## src/rtl/multicycle_control.sv

```systemverilog
// Multicycle MIPS control FSM: sequences a shared-memory datapath through
// fetch/decode/execute/memory/writeback states and reports retire/illegal events.
module multicycle_control (
  input  logic       clk,
  input  logic       rst,
  input  logic [5:0] opcode,
  input  logic       mem_ready,
  output logic       PCWrite,
  output logic       PCWriteCond,
  output logic       IorD,
  output logic       MemRead,
  output logic       MemWrite,
  output logic       IRWrite,
  output logic       MemtoReg,
  output logic       RegDst,
  output logic       RegWrite,
  output logic       ALUSrcA,
  output logic [1:0] ALUSrcB,
  output logic [1:0] ALUOp,
  output logic [1:0] PCSource,
  output logic [3:0] state,
  output logic       retire,
  output logic       illegal
);
  localparam logic [5:0] OP_R    = 6'b000000;
  localparam logic [5:0] OP_LW   = 6'b100011;
  localparam logic [5:0] OP_SW   = 6'b101011;
  localparam logic [5:0] OP_BEQ  = 6'b000100;
  localparam logic [5:0] OP_J    = 6'b000010;
  localparam logic [5:0] OP_ADDI = 6'b001000;

  typedef enum logic [3:0] {
    S_FETCH    = 4'd0,  S_DECODE   = 4'd1,  S_MEMADDR  = 4'd2,
    S_MEMREAD  = 4'd3,  S_MEMWB    = 4'd4,  S_MEMWRITE = 4'd5,
    S_EXECUTE  = 4'd6,  S_RCOMP    = 4'd7,  S_BRANCH   = 4'd8,
    S_JUMP     = 4'd9,  S_ADDIEXEC = 4'd10, S_ADDIWB   = 4'd11
  } state_t;

  state_t state_q, state_d;

  logic pcw_c, pcwc_c, iord_c, mr_c, mw_c, irw_c, m2r_c, rd_c, rw_c, asa_c;
  logic ret_c, ill_c;
  logic [1:0] asb_c, aop_c, pcs_c;

  always_comb begin
    state_d = state_q;
    pcw_c = 1'b0; pcwc_c = 1'b0; iord_c = 1'b0; mr_c = 1'b0; mw_c = 1'b0;
    irw_c = 1'b0; m2r_c = 1'b0; rd_c = 1'b0; rw_c = 1'b0; asa_c = 1'b0;
    ret_c = 1'b0; ill_c = 1'b0;
    asb_c = 2'b00; aop_c = 2'b00; pcs_c = 2'b00;
    case (state_q)
      S_FETCH: begin
        mr_c  = 1'b1;
        asb_c = 2'b01;
        irw_c = mem_ready;
        pcw_c = mem_ready;
        if (mem_ready) state_d = S_DECODE;
      end
      S_DECODE: begin
        asb_c = 2'b11;
        case (opcode)
          OP_LW, OP_SW: state_d = S_MEMADDR;
          OP_R:         state_d = S_EXECUTE;
          OP_BEQ:       state_d = S_BRANCH;
          OP_J:         state_d = S_JUMP;
          OP_ADDI:      state_d = S_ADDIEXEC;
          default: begin
            ill_c   = 1'b1;
            state_d = S_FETCH;
          end
        endcase
      end
      S_MEMADDR: begin
        asa_c = 1'b1;
        asb_c = 2'b10;
        // IR cannot change after DECODE, so anything but lw/sw here is defensive only
        if (opcode == OP_LW)      state_d = S_MEMREAD;
        else if (opcode == OP_SW) state_d = S_MEMWRITE;
        else                      state_d = S_FETCH;
      end
      S_MEMREAD: begin
        mr_c   = 1'b1;
        iord_c = 1'b1;
        if (mem_ready) state_d = S_MEMWB;
      end
      S_MEMWB: begin
        rw_c    = 1'b1;
        m2r_c   = 1'b1;
        ret_c   = 1'b1;
        state_d = S_FETCH;
      end
      S_MEMWRITE: begin
        mw_c   = 1'b1;
        iord_c = 1'b1;
        ret_c  = mem_ready;
        if (mem_ready) state_d = S_FETCH;
      end
      S_EXECUTE: begin
        asa_c   = 1'b1;
        aop_c   = 2'b10;
        state_d = S_RCOMP;
      end
      S_RCOMP: begin
        rw_c    = 1'b1;
        rd_c    = 1'b1;
        ret_c   = 1'b1;
        state_d = S_FETCH;
      end
      S_BRANCH: begin
        asa_c   = 1'b1;
        aop_c   = 2'b01;
        pcwc_c  = 1'b1;
        pcs_c   = 2'b01;
        ret_c   = 1'b1;
        state_d = S_FETCH;
      end
      S_JUMP: begin
        pcw_c   = 1'b1;
        pcs_c   = 2'b10;
        ret_c   = 1'b1;
        state_d = S_FETCH;
      end
      S_ADDIEXEC: begin
        asa_c   = 1'b1;
        asb_c   = 2'b10;
        state_d = S_ADDIWB;
      end
      S_ADDIWB: begin
        rw_c    = 1'b1;
        ret_c   = 1'b1;
        state_d = S_FETCH;
      end
      default: begin
        ill_c   = 1'b1;
        state_d = S_FETCH;
      end
    endcase
  end

  always_ff @(posedge clk or posedge rst) begin
    if (rst) state_q <= S_FETCH;
    else     state_q <= state_d;
  end

  // Enables are masked during reset so an aborted instruction writes nothing,
  // even though FETCH decode would otherwise follow mem_ready.
  assign PCWrite     = pcw_c  & ~rst;
  assign PCWriteCond = pcwc_c & ~rst;
  assign IorD        = iord_c & ~rst;
  assign MemRead     = mr_c   & ~rst;
  assign MemWrite    = mw_c   & ~rst;
  assign IRWrite     = irw_c  & ~rst;
  assign MemtoReg    = m2r_c  & ~rst;
  assign RegDst      = rd_c   & ~rst;
  assign RegWrite    = rw_c   & ~rst;
  assign ALUSrcA     = asa_c  & ~rst;
  assign retire      = ret_c  & ~rst;
  assign illegal     = ill_c  & ~rst;
  assign ALUSrcB     = asb_c;
  assign ALUOp       = aop_c;
  assign PCSource    = pcs_c;
  assign state       = state_q;
endmodule

```

## config.mk

```make
export PLATFORM = sky130hd
export DESIGN_NAME = multicycle_control
export DESIGN_NICKNAME = d
export VERILOG_FILES = /design/src/rtl/multicycle_control.sv
export SDC_FILE = /design/constraint.sdc
export NUM_CORES = 1
export LEC_CHECK = 0
export CAP_MARGIN = 10
export CORE_MARGIN = 4
export CORE_UTILIZATION = 42
export CTS_BUF_LIST = sky130_fd_sc_hd__clkbuf_8 sky130_fd_sc_hd__clkbuf_16
export DETAILED_ROUTE_END_ITERATION = 7
export GPL_TIMING_DRIVEN = 1
export PLACE_DENSITY = 0.94
export SLEW_MARGIN = 5
export SYNTH_ARGS = -nofsm -noshare
export SYNTH_HDL_FRONTEND = slang
export SYNTH_SLANG_ARGS = --single-unit
```

## constraint.sdc

```tcl
create_clock -name clk -period 2.9 [get_ports clk]
set_input_delay 0.58 -clock clk [delete_from_list [all_inputs] [get_ports clk]]
set_output_delay 0.58 -clock clk [all_outputs]
set_load 0.005 [all_outputs]
```

# --- Word-level counts from Yosys, hierarchy flattened ---
# Index checks and enable logic that the tools add are counted.
totals:
  out_inout_bits: 22
  word_cells: 68
  ff_bits: 4
classes:
  n_reduce_logical: 12
  bitwise: 13
  n_eq_ne: 19
  n_mux: 23
ops:
  columns: ["cell", "n"]
  rows:
  - ["case mux 4 bit (7 select lines)", 1]
  - ["case mux 4 bit (5 select lines)", 1]
  - ["equality test 4 x 3 -> 1 bit (second input constant)", 4]
  - ["equality test 4 bit (second input constant)", 4]
  - ["bitwise AND 1 bit", 12]
  - ["equality test 6 bit (second input constant)", 2]
  - ["2-to-1 mux 4 bit", 3]
  - ["OR reduction 11 bit", 1]
  - ["2-to-1 mux 1 bit", 10]
  - ["equality test 4 x 2 -> 1 bit (second input constant)", 2]
  - ["case mux 2 bit (2 select lines)", 2]
  - ["OR reduction 2 bit", 4]
  - ["equality test 6 x 2 -> 1 bit (second input constant)", 1]
  - ["equality test 6 x 3 -> 1 bit (second input constant)", 1]
  - ["equality test 6 x 4 -> 1 bit (second input constant)", 1]
  - ["zero test 6 bit", 1]
  - ["2-to-1 mux 3 bit", 2]
  - ["!= test 2 bit (second input constant)", 3]
  - ["case mux 1 bit (2 select lines)", 3]
  - ["case mux 2 bit (3 select lines)", 1]
  - ["OR reduction 6 bit", 1]
  - ["OR reduction 5 bit", 1]
  - ["equality test 4 x 1 -> 1 bit (second input constant)", 1]
  - ["zero test 4 bit", 1]
  - ["other kinds (4)", 4]

# --- Logic depth before layout (Yosys ltp) ---
# Gate-level depths: netlist (run 1).
depth:
  depth_word: 5
  ltp_mapped: 5
  mapped_depth_nobuf: 4

# --- Worst setup path before layout (run 1) ---
# No wires, ideal clock.
synth_timing:
  path_kind: "input-to-output"
  from: "input opcode[2]"
  to: "output illegal"
  path_slack_ns: 0.938
  cell_stages: 4
  arrival_ns: 1.382
  cell_sequence: "maj3_1 -> o32a_1 -> o21ai_1 -> a21oi_1"
synth_via:
  elab_chain_cells: 5
  word_cells_on_any_way: 10
synth_lines:
  columns: ["item", "line", "rtl"]
  rows:
  - ["start: declaration", "6", "input logic [5:0] opcode,"]
  - ["equality test 6 bit, or another cell as far along", "61", "case (opcode)"]
  - ["OR reduction 6 bit (no source line) *", null, null]
  - ["2-to-1 mux 1 bit *", "61", null]
  - ["case mux 1 bit (2 select lines) *", "51", "case (state_q)"]
  - ["bitwise AND 1 bit *", "158", "assign illegal = ill_c & ~rst;"]
  - ["end: declaration", "23", "output logic illegal"]
# Mark *: on every way between the ends. The rest lies on a longest branch, timed or not.

# --- Worst setup path in the final report (run 1) ---
# Ends and elaborated chain as after synthesis.

==> flow_summary_export.csv, run 1 <==
group,metric,value,unit
detailed_routing,first_pass_iters,4,
detailed_routing,drc,0,
synthesis,synth_edf_count,0,
cells_and_area,largest_register_ffs,4,
power_and_ir_drop,vdd_drop_max,0.161,mV
cells_and_area,drive_gt1_share,10.2,%
synthesis,synth_cell_types,34,
setup_path,cp_num_buf_inv,2,
sta,hold_viol_final,0,
cells_and_area,multi_input_area,483,µm²
cells_and_area,num_antenna_cells,0,
synthesis,synthTopCellsByArea,"dfrtp_1, nor3_1, a21oi_1",
setup_path,end_kind,"output port",
synthesis,synthArstFlopShare,100,%
floorplanning,core,0.00135,mm²
synthesis,synth.top_cell.area_share,16.0,%
sta,fin_crit_sh,93.3,%
cts,cts_setup_buffers,0,
synthesis,synthCells,95,
setup_path,cp.required,2.32,ns
setup_path,worstPathArrival,2.13,ns
global_route,grt-ovfl-total,0,
setup_path,reg2reg_to,"state[2]",
cells_and_area,post-route-cell-area,0.00101,mm²
detailed_routing,routed_wl,2000,µm
floorplanning,die_area,0.00217,mm²
power_and_ir_drop,finalPower,0.284,mW
floorplanning,die_x,46.6,µm
synthesis,synth-seq-area-share,16.0,%
sta,fin_crit,2.71,ns
setup_path,start_kind,"input port",
sta,clock_skew,0.00445,ns
detailed_routing,wl_per_cell,14.1,µm
global_route,grt_max_degree,30,
detailed_routing,viasPerCell,5.87,
cts,tritoncts,"yes",
synthesis,syn_area,626,µm²
setup_path,worst-setup-path-type,"in2out",
cts,path_clk_slew,0.03,ns
synthesis,synth_warnings,0,
synthesis,syn_avg_cell_area,6.59,µm²
hold_path,hold_class,"in2async",
floorplanning,dieHeight,46.6,µm
cts,postCtsHoldBufs,0,
cts,clk_latency,0.22,ns
global_route,grt_usage,20.0,%
floorplanning,initial_core_util,46.3,%
synthesis,synth_top_area_cell,"dfrtp_1",
floorplanning,num_rows,13,
cells_and_area,fill_cells,103,
sta,drv_slew,0,
cts,cts_root_buf,"clkbuf_8",
power_and_ir_drop,pwr_density_cell,281,mW/mm²
synthesis,synth_nets,104,
setup_path,slowest_stage,"clkdlybuf4s50_1",
setup_path,reg2reg_slack,1.01,ns
sta,max_slew_margin,45.0,%
setup_path,crit_chain,"clkdlybuf4s50_1 > maj3_1 > o32a_1 > o21ai_1 > a21oi_1 > dlygate4sd2_1",
place,placed_area,970,µm²
setup_path,max_stage_delay,0.42,ns
floorplanning,io_pins,31,
global_route,grt_pass1_vias,744,
detailed_routing,drt_iter0_markers,15,
synthesis,synth_common_cells,"nor2_1, nor3_1, a21oi_1, clkbuf_1, nand2_1",
place,port_buffers,30,
setup_path,cp_top_family,"buffers and inverters",
sta,setup_violations,0,
sta,fmax,370,MHz
cts,cts_buffer_depth,2,
setup_path,crit-reg2reg-launch,"state[2]",
power_and_ir_drop,p_leak,0.400,nW
sta,worstMarginPinSlew,0.826,ns
synthesis,yosysMostFrequentCell,"nor2_1",
detailed_routing,vias,833,
synthesis,synth_seq_cells,4,
synthesis,synth_top_flop_cell,"dfrtp_1",
cells_and_area,post-route-util,75.0,%
setup_path,crit_fanout,2,
cells_and_area,seq_area,100,µm²
cts,cts_made_buffers,3,
place,place_congestion,0.831,
place,post-dp-hpwl,1510,µm
sta,rsz0062_at_grt,"no",
cells_and_area,fin_nets,138,
cells_and_area,area_growth,61.8,%
global_route,antenna_found_initial,0,
cts,htreeDepth,1,
detailed_routing,ant_nets,0,
status,status,"finished clean",
global_route,grt_pass1_wl,3180,µm
run,cap_violations,0,
cts,numClockSinks,4,
setup_path,reg2reg_depth,4,
[metal layers]
| metal | up-vias | share of wire (%) | routed length (µm) | track usage, % |
|---|---|---|---|---|
| met1 | 397 | 44 | 877 | 23.8 |
| met2 | 25 | 51 | 1020 | 36.3 |
| met3 | 0 | 5.3 | 105 | 2.34 |
| met5 | - | 0 | 0 | 0 |
| met4 | 0 | 0 | 0 | 6.82 |
| li1 | 411 | - | - | - |
[per-stage QoR]
stage	setup TNS (ns)	hold WS [ns]	instances	setup slack [ns]
floorplan	0	0.550	95	0.938
global placement	0	0.721	139	0.0386
detailed placement	-0.00381	0.722	139	-0.00381
CTS	0	0.743	142	0.142
global route	0	0.558	142	0.0870
finish	0	0.522	142	0.194
[area by class of cell]
type / instances / area share (%)
multi-input combinational: 80 / 47.7
sequential: 4 / 9.89
timing repair buffer: 38 / 35.7
inverter: 2 / 0.742
clock buffer: 3 / 4.08
tap: 15 / 1.85
[report_power, final]
group          switching [mW]  leakage, nW  internal [mW]
clock network          0.0264       0.0216         0.0882
registers             0.00800       0.0542         0.0587
logic                  0.0468        0.324         0.0562
total                  0.0812        0.400          0.203
[worst min-delay path, stage by stage]
cell	delay, ns
dlymetal6s2s_1	0.22
inv_1	0.12
buf_4	0.14
[cells by family (layout without fill, tap and decap cells)]
kind of cell             after synthesis  count (layout)  share of synthesized area, %
buffers and inverters                 11              43                          6.80
flip-flops                             4               4                          16.0
adder cells (fa/ha/maj)                1               1                          1.60
AND/OR/NAND/NOR                       57              57                          51.2
AO/OA/AOI/OAI                         19              19                          20.2
XOR/XNOR                               3               3                          4.20
[placed cells by master (no fill, tap or decap), drive strengths merged, types with 3 or more instances in the layout]
master         synthesis  routed
nor4                   3       3
buf                    1       8
clkbuf                 8       3
nand2                  8       8
a21oi                  8       8
dfrtp                  4       4
o21ai                  4       4
nand3                  3       3
nand4b                 3       3
nand2b                 6       6
nor2                  10      10
clkdlybuf4s50          0      28
nor2b                  3       3
nor3                   9       9
[how the worst max path moves through the flow]
stage / start / endpoint / slack (ns) / cells past startpoint
floorplan: opcode[2] / illegal / 0.94 / 4
global placement: opcode[2] / illegal / 0.04 / 6
detailed placement: opcode[2] / illegal / -0.004 / 6
CTS: rst / MemWrite / 0.14 / 5
global route: state[2] / MemWrite / 0.09 / 3
finish: opcode[2] / illegal / 0.19 / 6
[timing repair]
| action | CTS | global route |
|---|---|---|
| resized for setup | 1 | 1 |
| setup endpoints to repair | 1 | 1 |
| gates cloned | 0 | 0 |
No activity file was read; power rests on OpenSTA's default activity.
==> run 2: changes to the inputs <==
Settings changed: GPL_ROUTABILITY_DRIVEN set to 1, PLACE_DENSITY 0.94 to unset, PLACE_DENSITY_LB_ADDON set to 0.15.
==> flow_summary_export.csv, run 2 (synthesized netlist as in run 1, its figures left out) <==
group,metric,value,unit
status,status,"finished clean",
power_and_ir_drop,swShare,29.0,%
cts,cts_root_buf,"clkbuf_8",
cts,postCtsHoldBufs,0,
cells_and_area,fin_nets,138,
cells_and_area,fill_cells,115,
global_route,grt_pass1_vias,699,
detailed_routing,wl_met1,838,µm
sta,hold_viol_final,0,
detailed_routing,drt_iter0_markers,18,
sta,clock_skew,0.00490,ns
floorplanning,initial_core_util,46.3,%
sta,whs,0.749,ns
hold_path,hold_class,"reg2reg",
setup_path,end_kind,"output port",
global_route,antenna_found_initial,0,
setup_path,start_kind,"input port",
detailed_routing,wl_met2,926,µm
cells_and_area,area_growth,61.4,%
power_and_ir_drop,vdd_drop_max,0.131,mV
cells_and_area,largest_register_ffs,4,
cts,numClockSinks,4,
floorplanning,core,0.00135,mm²
floorplanning,die_x,46.6,µm
cts,cts-resized-gates,1,
sta,fin_crit_sh,93.8,%
setup_path,cp.required,2.32,ns
detailed_routing,drc,0,
sta,drv_slew,0,
power_and_ir_drop,finalPower,0.287,mW
cts,htreeDepth,1,
power_and_ir_drop,seq_power_share,21.6,%
detailed_routing,first_pass_iters,5,
floorplanning,num_rows,13,
cts,cts_setup_buffers,0,
sta,fmax,368,MHz
cells_and_area,post-route-util,74.8,%
floorplanning,dieHeight,46.6,µm
detailed_routing,ant_nets,0,
place,post-dp-hpwl,1370,µm
power_and_ir_drop,pwr-share-comb,37.2,%
setup_path,worst-setup-path-type,"in2out",
global_route,grt-ovfl-total,0,
power_and_ir_drop,pwr_density_cell,284,mW/mm²
place,preCtsSetupSlack,-0.0157,ns
floorplanning,io_pins,31,
floorplanning,die_area,0.00217,mm²
cts,cts_made_buffers,3,
power_and_ir_drop,power.share.clock,41.2,%
sta,max_slew_margin,46.2,%
cts,tritoncts,"yes",
sta,fin_crit,2.72,ns
cells_and_area,drive_gt1_share,10.2,%
sta,setup_violations,0,
detailed_routing,highest_layer,"met3",
setup_path,reg2reg_slack,1.00,ns
sta,worstMarginPinSlew,0.806,ns
cells_and_area,mostFrequentLayoutCells,"clkdlybuf4s50_1, nor2_1, nor3_1",
detailed_routing,routed_wl,1900,µm
sta,rsz0062_at_grt,"no",
sta,fin_tns_setup,0,ns
run,cap_violations,0,
cts,clk_latency,0.22,ns
place,port_buffers,30,
global_route,grt_pass1_wl,3100,µm
cts,cts_buffer_depth,2,
global_route,grt_max_degree,30,
power_and_ir_drop,p_sw,0.0834,mW
setup_path,crit_fanout,2,
power_and_ir_drop,intPower,0.204,mW
detailed_routing,viasPerCell,5.87,
detailed_routing,vias,833,
setup_path,worstPathArrival,2.14,ns
place,place_congestion,0.776,
cells_and_area,num_antenna_cells,0,
detailed_routing,dr_wl_met3,132,µm
cts,path_clk_slew,0.03,ns
detailed_routing,wl_per_cell,13.4,µm
power_and_ir_drop,p_leak,0.391,nW
global_route,grt_usage,19.8,%
cells_and_area,final_common_cell,"clkdlybuf4s50_1",
sta,worst_slack,0.180,ns
run 2: metal layers:
metal,vias up,GRT usage [%]
li1,417,-
met1,385,26.1
met2,31,32.7
met3,0,2.34
met4,0,6.82
met5,-,0
run 2: worst max-delay path, cell delays in order:
cell             delay [ns]
clkdlybuf4s50_1        0.42
maj3_1                 0.36
o32a_1                 0.28
o21ai_1                0.13
a21oi_1                0.08
dlygate4sd2_1          0.28
run 2: per-stage QoR:
| stage | instance area (µm²) | instances |
|---|---|---|
| 2_1_floorplan | 626 | 95 |
| 3_5_place_dp | 970 | 139 |
| 5_1_grt | 1010 | 142 |
| 6_report | 1010 | 142 |
| 3_3_place_gp | 970 | 139 |
| 4_1_cts | 1010 | 142 |
run 2: area by class of cell:
| type | count | area, µm² | area share, % |
|---|---|---|---|
| clock buffers | 3 | 41.3 | 4.09 |
| flip-flops and latches | 4 | 100 | 9.91 |
| inverters | 2 | 7.51 | 0.743 |
| multi-input cells | 80 | 483 | 47.8 |
| repair buffers | 38 | 359 | 35.6 |
| well taps | 15 | 18.8 | 1.86 |
run 2: power groups by stage:
stage	Clock [mW]	Combinational, mW	Sequential [mW]
2_1_floorplan	0	0.0534	0.0613
3_3_place_gp	0	0.105	0.0624
3_5_place_dp	0	0.107	0.0626
4_1_cts	0.121	0.107	0.0619
5_1_grt	0.125	0.117	0.0623
6_report	0.118	0.107	0.0619
run 2: worst paths after layout:
check,from,end,cells past startpoint
min reg2reg,state[3],state[3],3
max reg2reg,state[2],state[2],4
min in group asynchronous,rst,state[3],3
max in group asynchronous,rst,state[1],3
min,state[3],state[3],3
max,opcode[2],illegal,6
==> run 3: changes to the inputs <==
Settings changed: PLACE_DENSITY set to 0.85, PLACE_DENSITY_LB_ADDON 0.15 to unset.
==> flow_summary_export.csv, run 3 (synthesized netlist as in run 1, its figures left out) <==
group,metric,value,unit
status,status,"finished clean",
cts,cts_root_buf,"clkbuf_8",
power_and_ir_drop,swShare,28.7,%
global_route,grt_pass1_vias,816,
cts,numClockSinks,4,
place,post-dp-hpwl,1530,µm
setup_path,start_kind,"input port",
floorplanning,dieHeight,46.6,µm
cells_and_area,num_antenna_cells,0,
hold_path,hold_class,"reg2reg",
power_and_ir_drop,p_leak,0.391,nW
setup_path,end_kind,"output port",
setup_path,reg2reg_slack,1.02,ns
sta,setup_violations,0,
power_and_ir_drop,pwr-share-comb,38.0,%
setup_path,worst-setup-path-type,"in2out",
cells_and_area,fill_cells,111,
floorplanning,core,0.00135,mm²
cells_and_area,drive_gt1_share,10.2,%
run,cap_violations,0,
detailed_routing,ant_nets,0,
detailed_routing,drc,0,
cts,htreeDepth,1,
setup_path,cp.required,2.32,ns
setup_path,slowest_stage,"clkdlybuf4s50_1",
setup_path,worstPathArrival,2.14,ns
sta,fin_crit,2.72,ns
hold_path,whs_endpoint,"state[3]",
cells_and_area,area_growth,61.4,%
place,placed_area,970,µm²
cts,cts_setup_buffers,0,
setup_path,reg2reg_to,"state[2]",
floorplanning,io_pins,31,
global_route,antenna_found_initial,0,
sta,fin_crit_sh,93.8,%
place,place_congestion,0.802,
power_and_ir_drop,seq_power_share,21.5,%
cells_and_area,mostFrequentLayoutCells,"clkdlybuf4s50_1, nor2_1, nor3_1",
setup_path,crit-reg2reg-launch,"state[2]",
cts,clk_latency,0.22,ns
sta,hold_viol_final,0,
cts,path_clk_slew,0.03,ns
power_and_ir_drop,pwr_density_cell,283,mW/mm²
hold_path,whs_path_depth,3,
cells_and_area,largest_register_ffs,4,
floorplanning,die_area,0.00217,mm²
setup_path,reg2reg_depth,4,
global_route,grt_pass1_wl,3500,µm
sta,clock_skew,0.00146,ns
setup_path,max_stage_delay,0.43,ns
cells_and_area,final_common_cell,"clkdlybuf4s50_1",
detailed_routing,first_pass_iters,4,
cells_and_area,fin_nets,138,
detailed_routing,viasPerCell,5.84,
place,port_buffers,30,
detailed_routing,routed_wl,2030,µm
power_and_ir_drop,p_sw,0.0820,mW
setup_path,crit_fanout,2,
cts,cts_made_buffers,3,
sta,worstMarginPinSlew,0.823,ns
cts,tritoncts,"yes",
floorplanning,die_x,46.6,µm
detailed_routing,wl_per_cell,14.3,µm
global_route,grt_usage,22.1,%
power_and_ir_drop,power.share.clock,40.5,%
floorplanning,initial_core_util,46.3,%
power_and_ir_drop,vdd_drop_max,0.121,mV
sta,max_slew_margin,45.1,%
cells_and_area,multi_input_area,483,µm²
detailed_routing,vias,829,
cells_and_area,seq_area,100,µm²
cts,cts_buffer_depth,2,
setup_path,crit_chain,"clkdlybuf4s50_1 > maj3_1 > o32a_1 > o21ai_1 > a21oi_1 > dlygate4sd2_1",
power_and_ir_drop,intPower,0.204,mW
global_route,grt_max_degree,30,
floorplanning,num_rows,13,
hold_path,hold_path.startpoint,"state[3]",
sta,fmax,368,MHz
detailed_routing,drt_iter0_markers,32,
global_route,grt-ovfl-total,0,
cells_and_area,post-route-cell-area,0.00101,mm²
sta,drv_slew,0,
sta,fin_tns_setup,0,ns
sta,rsz0062_at_grt,"no",
[run 3: cell counts in the layout (fill, tap and decap cells not counted)]
No cell type changed its count.
[run 3: worst max path at each step]
stage	startpoint	end	slack, ns	cells past startpoint
finish	opcode[1]	illegal	0.18	6
CTS	opcode[1]	illegal	0.16	6
global route	rst	MemWrite	0.08	5
global placement	opcode[2]	illegal	-0.02	6
detailed placement	opcode[1]	illegal	-0.03	6
floorplan	opcode[2]	illegal	0.94	4
[run 3: worst max-delay path, delay by kind of cell]
| family | cells | cell delay (ns) |
|---|---|---|
| adders and majority gates | 1 | 0.35 |
| buffers and inverters | 2 | 0.71 |
| AOI/OAI and AO/OA | 3 | 0.50 |
[run 3: what timing repair did]
| action | 4_1_cts | 5_1_grt |
|---|---|---|
| resized for setup | 1 | 0 |
| endpoints found under the hold margin | 0 | 0 |
| endpoints found under the setup margin | 1 | 0 |
| hold buffers | 0 | 0 |
[run 3: final cells by class]
| cell class | count | share of cell area [%] |
|---|---|---|
| Timing Repair Buffer | 38 | 35.6 |
| Multi-Input combinational cell | 80 | 47.8 |
| Tap cell | 15 | 1.86 |
| Clock buffer | 3 | 4.09 |
| Sequential cell | 4 | 9.91 |
| Inverter | 2 | 0.743 |
[run 3: per-layer routing]
layer	share of wire, %	wire length (µm)	track usage, %
met2	49	1000	37.6
met4	1.5	30	8.52
met3	6.4	130	4.30
met5	0	0	0
met1	43	867	26.8
[run 3: power groups by stage]
stage	Combinational (mW)	Sequential (mW)	Clock [mW]
after detailed placement	0.109	0.0621	0
final	0.109	0.0615	0.116
after CTS	0.109	0.0616	0.118
after global routing	0.120	0.0619	0.121
after global placement	0.107	0.0619	0
after floorplan	0.0534	0.0613	0
[run 3: stage by stage]
| step | power, mW | utilization, % | hold slack, ns | worst slack, ns | std cells |
|---|---|---|---|---|---|
| 2_1_floorplan | 0.115 | - | 0.550 | 0.938 | 95 |
| 5_1_grt | 0.303 | 74.8 | 0.803 | 0.0755 | 142 |
| 3_3_place_gp | 0.169 | 71.8 | 0.723 | -0.0239 | 139 |
| 4_1_cts | 0.288 | 74.8 | 0.738 | 0.162 | 142 |
| 3_5_place_dp | 0.171 | 71.8 | 0.725 | -0.0258 | 139 |
| 6_report | 0.286 | 74.8 | 0.740 | 0.179 | 142 |
